==> config.mk <==
export PLATFORM = sky130hd
export DESIGN_NAME = ccl_frame_sequencer
export DESIGN_NICKNAME = d
export VERILOG_FILES = /design/src/rtl/ccl_frame_sequencer.sv
export SDC_FILE = /design/constraint.sdc
export NUM_CORES = 1
export LEC_CHECK = 0
export BUFFER_PORTS_ARGS = -buffer_cell sky130_fd_sc_hd__buf_2
export CAP_MARGIN = 10
export CORE_MARGIN = 2
export CORE_UTILIZATION = 45
export DETAILED_ROUTE_END_ITERATION = 10
export PLACE_DENSITY_LB_ADDON = 0.1
export SKIP_LAST_GASP = 1
export SYNTH_ARGS = -nofsm -noshare
export SYNTH_HDL_FRONTEND = slang
export SYNTH_SLANG_ARGS = --single-unit
==> constraint.sdc <==
create_clock -name clk -period 3.03 [get_ports clk]
set_input_delay 0.4545 -clock clk [delete_from_list [all_inputs] [get_ports clk]]
set_output_delay 0.4545 -clock clk [all_outputs]
set_load 0.02 [all_outputs]
==> src/rtl/ccl_frame_sequencer.sv <==
// Frame-level sequencer for the connected-components labeler: streams pixels, flushes, flattens
// the merge table and reads out root labels. Optional obj_count output via CCL_SEQ_OBJ_COUNT_EN.
module ccl_frame_sequencer #(
    parameter int IMG_W     = 640,
    parameter int IMG_H     = 480,
    parameter int LABEL_W   = 8,
    parameter int FLUSH_LEN = 256
) (
    input  logic               clk,
    input  logic               reset_n,
    input  logic               start,
    input  logic               in_valid,
    output logic               in_ready,
    input  logic               in_pix,
    output logic               lab_en,
    output logic [LABEL_W-1:0] lab_p,
    output logic [31:0]        lab_x,
    output logic [31:0]        lab_y,
    input  logic [LABEL_W-1:0] num_labels,
    output logic               mt_sel,
    output logic [LABEL_W-1:0] mt_raddr,
    input  logic [LABEL_W-1:0] mt_rdata,
    output logic               mt_wen,
    output logic [LABEL_W-1:0] mt_waddr,
    output logic [LABEL_W-1:0] mt_wdata,
    output logic               obj_valid,
    input  logic               obj_ready,
    output logic [LABEL_W-1:0] obj_id,
    output logic               busy,
    output logic               frame_done,
    output logic               overflow
`ifdef CCL_SEQ_OBJ_COUNT_EN
    ,
    output logic [LABEL_W-1:0] obj_count
`endif
);

    typedef enum logic [3:0] {
        IDLE, STREAM, FLUSH, RES_RD, RES_CHK, RES_WR, RO_RD, RO_CHK, RO_OUT
    } state_t;

    state_t             state;
    logic [31:0]        x;
    logic [31:0]        y;
    logic [31:0]        fcnt;
    logic [LABEL_W-1:0] idx;
    logic [LABEL_W-1:0] nlab;
    logic [LABEL_W-1:0] raddr_q;
    logic               last_idx;
    logic               ro_next;

    assign last_idx = (idx == nlab - LABEL_W'(1));

    // The second read of a resolve step must hit the table the same cycle the first read returns,
    // so the chase address and the write data bypass the output registers.
    assign mt_raddr = (state == RES_CHK) ? mt_rdata : raddr_q;
    assign mt_wdata = mt_wen ? mt_rdata : '0;

    always_comb begin
        ro_next = 1'b0;
        if (state == RO_CHK && mt_rdata != idx)
            ro_next = 1'b1;
        if (state == RO_OUT && obj_ready)
            ro_next = 1'b1;
    end

    always_ff @(posedge clk) begin
        if (!reset_n) begin
            state      <= IDLE;
            x          <= '0;
            y          <= '0;
            fcnt       <= '0;
            idx        <= '0;
            nlab       <= '0;
            raddr_q    <= '0;
            in_ready   <= 1'b0;
            lab_en     <= 1'b0;
            lab_p      <= '0;
            lab_x      <= '0;
            lab_y      <= '0;
            mt_sel     <= 1'b0;
            mt_wen     <= 1'b0;
            mt_waddr   <= '0;
            obj_valid  <= 1'b0;
            obj_id     <= '0;
            busy       <= 1'b0;
            frame_done <= 1'b0;
            overflow   <= 1'b0;
`ifdef CCL_SEQ_OBJ_COUNT_EN
            obj_count  <= '0;
`endif
        end else begin
            frame_done <= 1'b0;
            mt_wen     <= 1'b0;
            if (state != IDLE && num_labels == '1)
                overflow <= 1'b1;

            case (state)
                IDLE: begin
                    if (start) begin
                        state    <= STREAM;
                        busy     <= 1'b1;
                        in_ready <= 1'b1;
                        x        <= '0;
                        y        <= '0;
                        overflow <= 1'b0;
`ifdef CCL_SEQ_OBJ_COUNT_EN
                        obj_count <= '0;
`endif
                    end
                end
                STREAM: begin
                    lab_en <= in_valid;
                    if (in_valid) begin
                        lab_p <= {{(LABEL_W-1){1'b0}}, in_pix};
                        lab_x <= x;
                        lab_y <= y;
                        if (x == 32'(IMG_W - 1)) begin
                            x <= '0;
                            if (y == 32'(IMG_H - 1)) begin
                                state    <= FLUSH;
                                in_ready <= 1'b0;
                                fcnt     <= '0;
                            end else begin
                                y <= y + 32'd1;
                            end
                        end else begin
                            x <= x + 32'd1;
                        end
                    end
                end
                FLUSH: begin
                    // Row IMG_H has the opposite parity of the last line, so the other merge stack drains.
                    if (fcnt == 32'(FLUSH_LEN)) begin
                        lab_en  <= 1'b0;
                        nlab    <= num_labels;
                        idx     <= LABEL_W'(1);
                        raddr_q <= LABEL_W'(1);
                        if (num_labels < LABEL_W'(2)) begin
                            state      <= IDLE;
                            busy       <= 1'b0;
                            frame_done <= 1'b1;
                        end else begin
                            state  <= RES_RD;
                            mt_sel <= 1'b1;
                        end
                    end else begin
                        lab_en <= 1'b1;
                        lab_p  <= '0;
                        lab_x  <= fcnt;
                        lab_y  <= 32'(IMG_H);
                        fcnt   <= fcnt + 32'd1;
                    end
                end
                RES_RD: state <= RES_CHK;
                RES_CHK: begin
                    state    <= RES_WR;
                    mt_wen   <= 1'b1;
                    mt_waddr <= idx;
                end
                RES_WR: begin
                    // Parents are always lower labels and already flattened, so one hop reaches the root.
                    if (last_idx) begin
                        idx     <= LABEL_W'(1);
                        raddr_q <= LABEL_W'(1);
                        state   <= RO_RD;
                    end else begin
                        idx     <= idx + LABEL_W'(1);
                        raddr_q <= idx + LABEL_W'(1);
                        state   <= RES_RD;
                    end
                end
                RO_RD: state <= RO_CHK;
                RO_CHK: begin
                    if (mt_rdata == idx) begin
                        obj_id    <= idx;
                        obj_valid <= 1'b1;
                        state     <= RO_OUT;
                    end
                end
                RO_OUT: begin
                    if (obj_ready) begin
                        obj_valid <= 1'b0;
`ifdef CCL_SEQ_OBJ_COUNT_EN
                        obj_count <= obj_count + LABEL_W'(1);
`endif
                    end
                end
                default: state <= IDLE;
            endcase

            if (ro_next) begin
                if (last_idx) begin
                    state      <= IDLE;
                    busy       <= 1'b0;
                    mt_sel     <= 1'b0;
                    raddr_q    <= '0;
                    frame_done <= 1'b1;
                end else begin
                    idx     <= idx + LABEL_W'(1);
                    raddr_q <= idx + LABEL_W'(1);
                    state   <= RO_RD;
                end
            end
        end
    end

endmodule

== After elaboration in Yosys (flattened, before gate mapping) ==
Index checks and enable logic that the tools add are counted.

* $add $sub $neg: 5
* $mul: 0
* Div/mod/pow operators: 0
* $lt $le $gt $ge: 1
* Equal/unequal tests: 30
* Shifts and indexed selects: 0
* Multiplexer cells: 76
* Bitwise gates (word level): 0
* Reductions and logical operators: 19

{| class="wikitable"
|+ Operator list
! operator !! number
|-
| $mux 32 || 14
|-
| $pmux 32 s2 || 5
|-
| $add 32x1->32 const B || 3
|-
| $mux 8 || 11
|-
| $eq 32x9->1 const B || 2
|-
| $pmux 8 s2 || 3
|-
| $pmux 4 s9 || 1
|-
| $eq 32x10->1 const B || 1
|-
| $mux 1 || 28
|-
| $mux 4 || 7
|-
| $eq 4x3->1 const B || 4
|-
| $eq 8x8->1 || 2
|-
| $ne 2x2->1 const B || 8
|-
| $ne 3x3->1 const B || 5
|-
| $reduce_and 5->1 || 3
|-
| $reduce_and 3->1 || 3
|-
| $add 8x1->8 const B || 1
|-
| $eq 4x2->1 const B || 2
|-
| $eq 8x8->1 const B || 1
|-
| $lt 8x2->1 const B || 1
|-
| $ne 8x8->1 || 1
|-
| $pmux 1 s2 || 4
|-
| $sub 8x1->8 const B || 1
|-
| $reduce_and 7->1 || 1
|-
| other kinds (12) || 19
|}

* Register bits: 220
* Bits in latches: 0
* Bits in writable memories: 0
* ROM bits: 0
* Input bits: 22
* Logic and storage cells: 151
* Memories kept: 0

== Logic depth before layout (Yosys ltp) ==
* Depth in word-level cells: 6
* Depth in mapped cells: 11
* Depth with buffers taken out: 9

== Least setup slack after synthesis ==
Ideal clock, no wire load.

* Path kind: reg2reg
* From: register x[10]
* To: register fcnt[27]
* Setup time: 70 ps
* Data arrival time: 2,240 ps
* Path slack: 720 ps
* Cell stages (with the launch flop): 10
* Buffers on the path: 2
* Cell sequence: dfxtp_1 buf_2 and4bb_1 nand4_1 nor4_4 a21oi_2 or2_1 buf_2 or4_1 a21oi_1

* Word-level cells in the longest chain between the ends: 3

{| class="wikitable"
|+ RTL lines
! element !! RTL line !! source
|-
| start: declaration || 43 || <nowiki>logic [31:0] x;</nowiki>
|-
| start signal: assignment || 128 || <nowiki>x <= x + 32'd1;</nowiki>
|-
| $eq 32x10->1 || 118 || <nowiki>if (x == 32'(IMG_W - 1)) begin</nowiki>
|-
| $ne 2x2->1 (no line) || - ||
|-
| $reduce_and 5->1 (no line) || - ||
|-
| end signal: assignment || 152 || <nowiki>fcnt <= fcnt + 32'd1;</nowiki>
|-
| end: declaration || 45 || <nowiki>logic [31:0] fcnt;</nowiki>
|}

No other way between the ends.
A chain may end at the register's enable or synchronous reset.

== Worst setup path in the final report ==
* From: register fcnt[0]
* To: register fcnt[25]

* Word-level cells in the longest chain between the ends: 3

{| class="wikitable"
|+ RTL lines
! element !! RTL line
|-
| $add 32x1->32 or $eq 32x9->1 (tied branches) || 152, 134
|-
| $mux 32 or $ne 2x2->1 (tied branches) || -
|-
| $pmux 32 s2 or $reduce_and 5->1 (tied branches) || -
|}

Several ways; a longest one is shown, not always the timed one. The select of a mux whose other input is x is not followed.

==> results.toml <==
[grt]
grt_pass1_wl_um = 44800
grt_max_degree = 61
grtUsageMet1_pct = 33.2
grt_use_met2_pct = 36.2
overflow = 0
grt_usage_pct = 22.9
antenna_found_initial = 1
grt.busiest_layer = "met2"
grt_pass1_vias = 8339
grtUsageMet3_pct = 2.86

[place]
post_dp_cell_area_um2 = 11100
io_buffers = 126
dpl.cell_count = 1586
gp_congestion = 0.809
hpwl_um = 19700

[cells_and_area]
layout_common_cells = "dfxtp_1, nand2_1, buf_2"
fin_cells = 1629
layout-drive-gt1-share_pct = 16.2
area_delta_synth_final_pct = 17.0
layout_commonest_cell = "dfxtp_1"
fin_area_um2 = 11900
nets = 1355
fillerInstances = 2158

[critical_path]
criticalPathCategory = "reg -> reg"
arrival_ns = 3.13
required_ns = 3.48
critPathMaxFanout = 51
start_kind = "register"
endpoint_kind = "register"

[pwr]
peakVddDrop_v = 0.000379
p_per_area_nw_per_um2 = 737
power_leakage_nw = 4.79

[yosys]
synth_top_area_share_pct = 41.9
avgSynthCellArea_um2 = 8.37
yosysWarnings = 0
synth_top_family_by_area = "simple AND/OR/NAND/NOR gates"
ys_ff_latch = 213
synth_seq_area_share_pct = 41.9
synth_edf_count = 0
synthMuxAreaShare_pct = 1.87
synth.area.top_cells = "dfxtp_1, nand2_1, nand3_1"
synth_compound_area_share_pct = 13.1
syn_area_um2 = 10200
synthCells = 1216
synth_top_flop_cell = "dfxtp_1"
synth-xor-area-share_pct = 7.92
synthSimpleGateAreaFrac_pct = 30.4
yosys.area.top_type = "dfxtp_1"
synth_adder_area_share_pct = 0.738
yosys.cell_types.count = 63
async_reset_ff_share_pct = 0

[timing]
period_minus_slack_ns = 2.68
tns_ns = 0
setup_viol = 0
maxSlewViolCount = 0
post-route-period-util_pct = 88.4
worst_slew_pin_slew_ns = 0.959
skew_ns = 0.0140
finalHoldViolCount = 0
max_freq_mhz = 373
rsz0062_at_grt = "no"
relSlewSlack_pct = 35.8

[clock_network]
post-cts-setup-buffers = 0
cts.sinks = 213
cts_tree = "done"
hold_buffers = 0
cts-root-buf = "clkbuf_16"
cts_resized = 0
path_clk_slew_ns = 0.06
cts_buffer_depth = 3
cts_inserted_buffers = 24
insertion_delay_ns = 0.53
clock_tree.htree_level_count = 1

[routing]
routed_wl_um = 27900
drt-initial-drc-count = 657
drt_pass1_iterations = 5
ant_nets = 0
wire_per_inst_um = 17.1
vias = 8966
drc = 0
drt-vias-per-instance = 5.50

[run]
cap_violations = 0

[floorplan]
start_util_pct = 45.4
num_io_pins = 134
die_h_um = 154
die_area_um2 = 23800
num_rows = 55
core_um2 = 22400
fp.dieW_um = 154

[min_path]
hold_path.class = "in -> reg"

[outcome]
status = "complete, no violations"
[per-stage QoR]
stage / utilization, % / power [mW] / setup slack (ns) / hold WS [ns]
detailed placement: 49.6 / 6.01 / 0.358 / 0.453
global route: 53.1 / 9.21 / 0.138 / 0.203
floorplan: - / 5.04 / 0.720 / 0.432
finish: 53.1 / 8.78 / 0.352 / 0.194
global placement: 49.6 / 6.00 / 0.342 / 0.447
CTS: 53.1 / 8.88 / 0.328 / 0.177
[cell type report]
type                       instances  area (um^2)  area share [%]
antenna                            1         2.50          0.0210
sequential                       213         4260            35.8
multi-input combinational        911         5550            46.6
clock buffer                      34          688            5.78
inverter                          17         63.8           0.536
timing repair buffer             160          901            7.57
tap                              285          357            2.99
clock inverter                     8         78.8           0.662
[kinds of logic after synthesis]
kind of cell,count (synthesis)
AO/OA/AOI/OAI,170
XOR/XNOR,92
adder cells (fa/ha/maj),6
buffers and inverters,98
flip-flops,213
multiplexers,19
other,1
AND/OR/NAND/NOR,617
[power breakdown]
| part | total (mW) | leakage (nW) | internal [mW] | switching (mW) |
|---|---|---|---|---|
| Clock | 2.84 | 0.378 | 1.66 | 1.17 |
| Sequential | 3.29 | 1.72 | 3.09 | 0.199 |
| Combinational | 2.66 | 2.69 | 0.802 | 1.86 |
| Total | 8.78 | 4.79 | 5.55 | 3.23 |
[per-layer routing]
layer  share of wire [%]  routed length, um
met1                  48              13500
met2                  45              12600
met3                 4.7               1310
met4                 1.6                458
met5                   0                  0
[sequential cells by signal (all words and copies together), names as in the netlist, 4 cells and up]
| register | cells |
|---|---|
| fcnt | 32 |
| lab_x | 32 |
| lab_y | 32 |
| x | 32 |
| y | 32 |
| idx | 8 |
| mt_waddr | 8 |
| nlab | 8 |
| obj_id | 8 |
| raddr_q | 8 |
| state | 4 |
[critical path, stage by stage (launching register included)]
cell	delay (ns)
dfxtp_1	0.36
inv_1	0.09
ha_1	0.14
nor4b_1	0.40
nand4_1	0.15
nor3_1	0.28
o21a_2	0.18
buf_4	0.47
nor3_1	0.19
a21bo_2	0.24
a21oi_1	0.10
[synthesized netlist by cell type, types with 6 or more instances]
| cell | number |
|---|---|
| nor2_1 | 111 |
| a21oi_1 | 19 |
| inv_1 | 17 |
| xor2_1 | 33 |
| nand2b_1 | 9 |
| and4_1 | 8 |
| and3_1 | 22 |
| nand4_1 | 28 |
| or3_1 | 8 |
| o211ai_1 | 7 |
| nand2_1 | 179 |
| clkbuf_1 | 55 |
| nand4b_1 | 6 |
| o21ai_0 | 16 |
| xnor2_1 | 59 |
| nor3b_1 | 10 |
| nand3_1 | 104 |
| o211a_1 | 34 |
| and2_1 | 11 |
| ha_1 | 6 |
| o2bb2ai_1 | 11 |
| buf_4 | 7 |
| buf_1 | 7 |
| buf_2 | 12 |
| nor2b_1 | 29 |
| a21boi_0 | 47 |
| nor3_1 | 40 |
| nor4_1 | 26 |
| o31ai_1 | 7 |
| mux2i_1 | 19 |
| dfxtp_1 | 213 |
[worst paths after layout]
| path | start | endpoint | slack, ns | cells past startpoint |
|---|---|---|---|---|
| hold / removal | in_pix | lab_p[0]$_SDFFE_PN0P_ | 0.19 | 3 |
| setup reg to reg | fcnt[0]$_SDFFE_PN0P_ | fcnt[25]$_SDFFE_PN0P_ | 0.35 | 10 |
| hold reg to reg | lab_y[31]$_SDFFE_PN0P_ | lab_y[31]$_SDFFE_PN0P_ | 0.46 | 2 |
| setup / recovery | fcnt[0]$_SDFFE_PN0P_ | fcnt[25]$_SDFFE_PN0P_ | 0.35 | 10 |
Note: power is estimated with default switching activity, not from simulation.
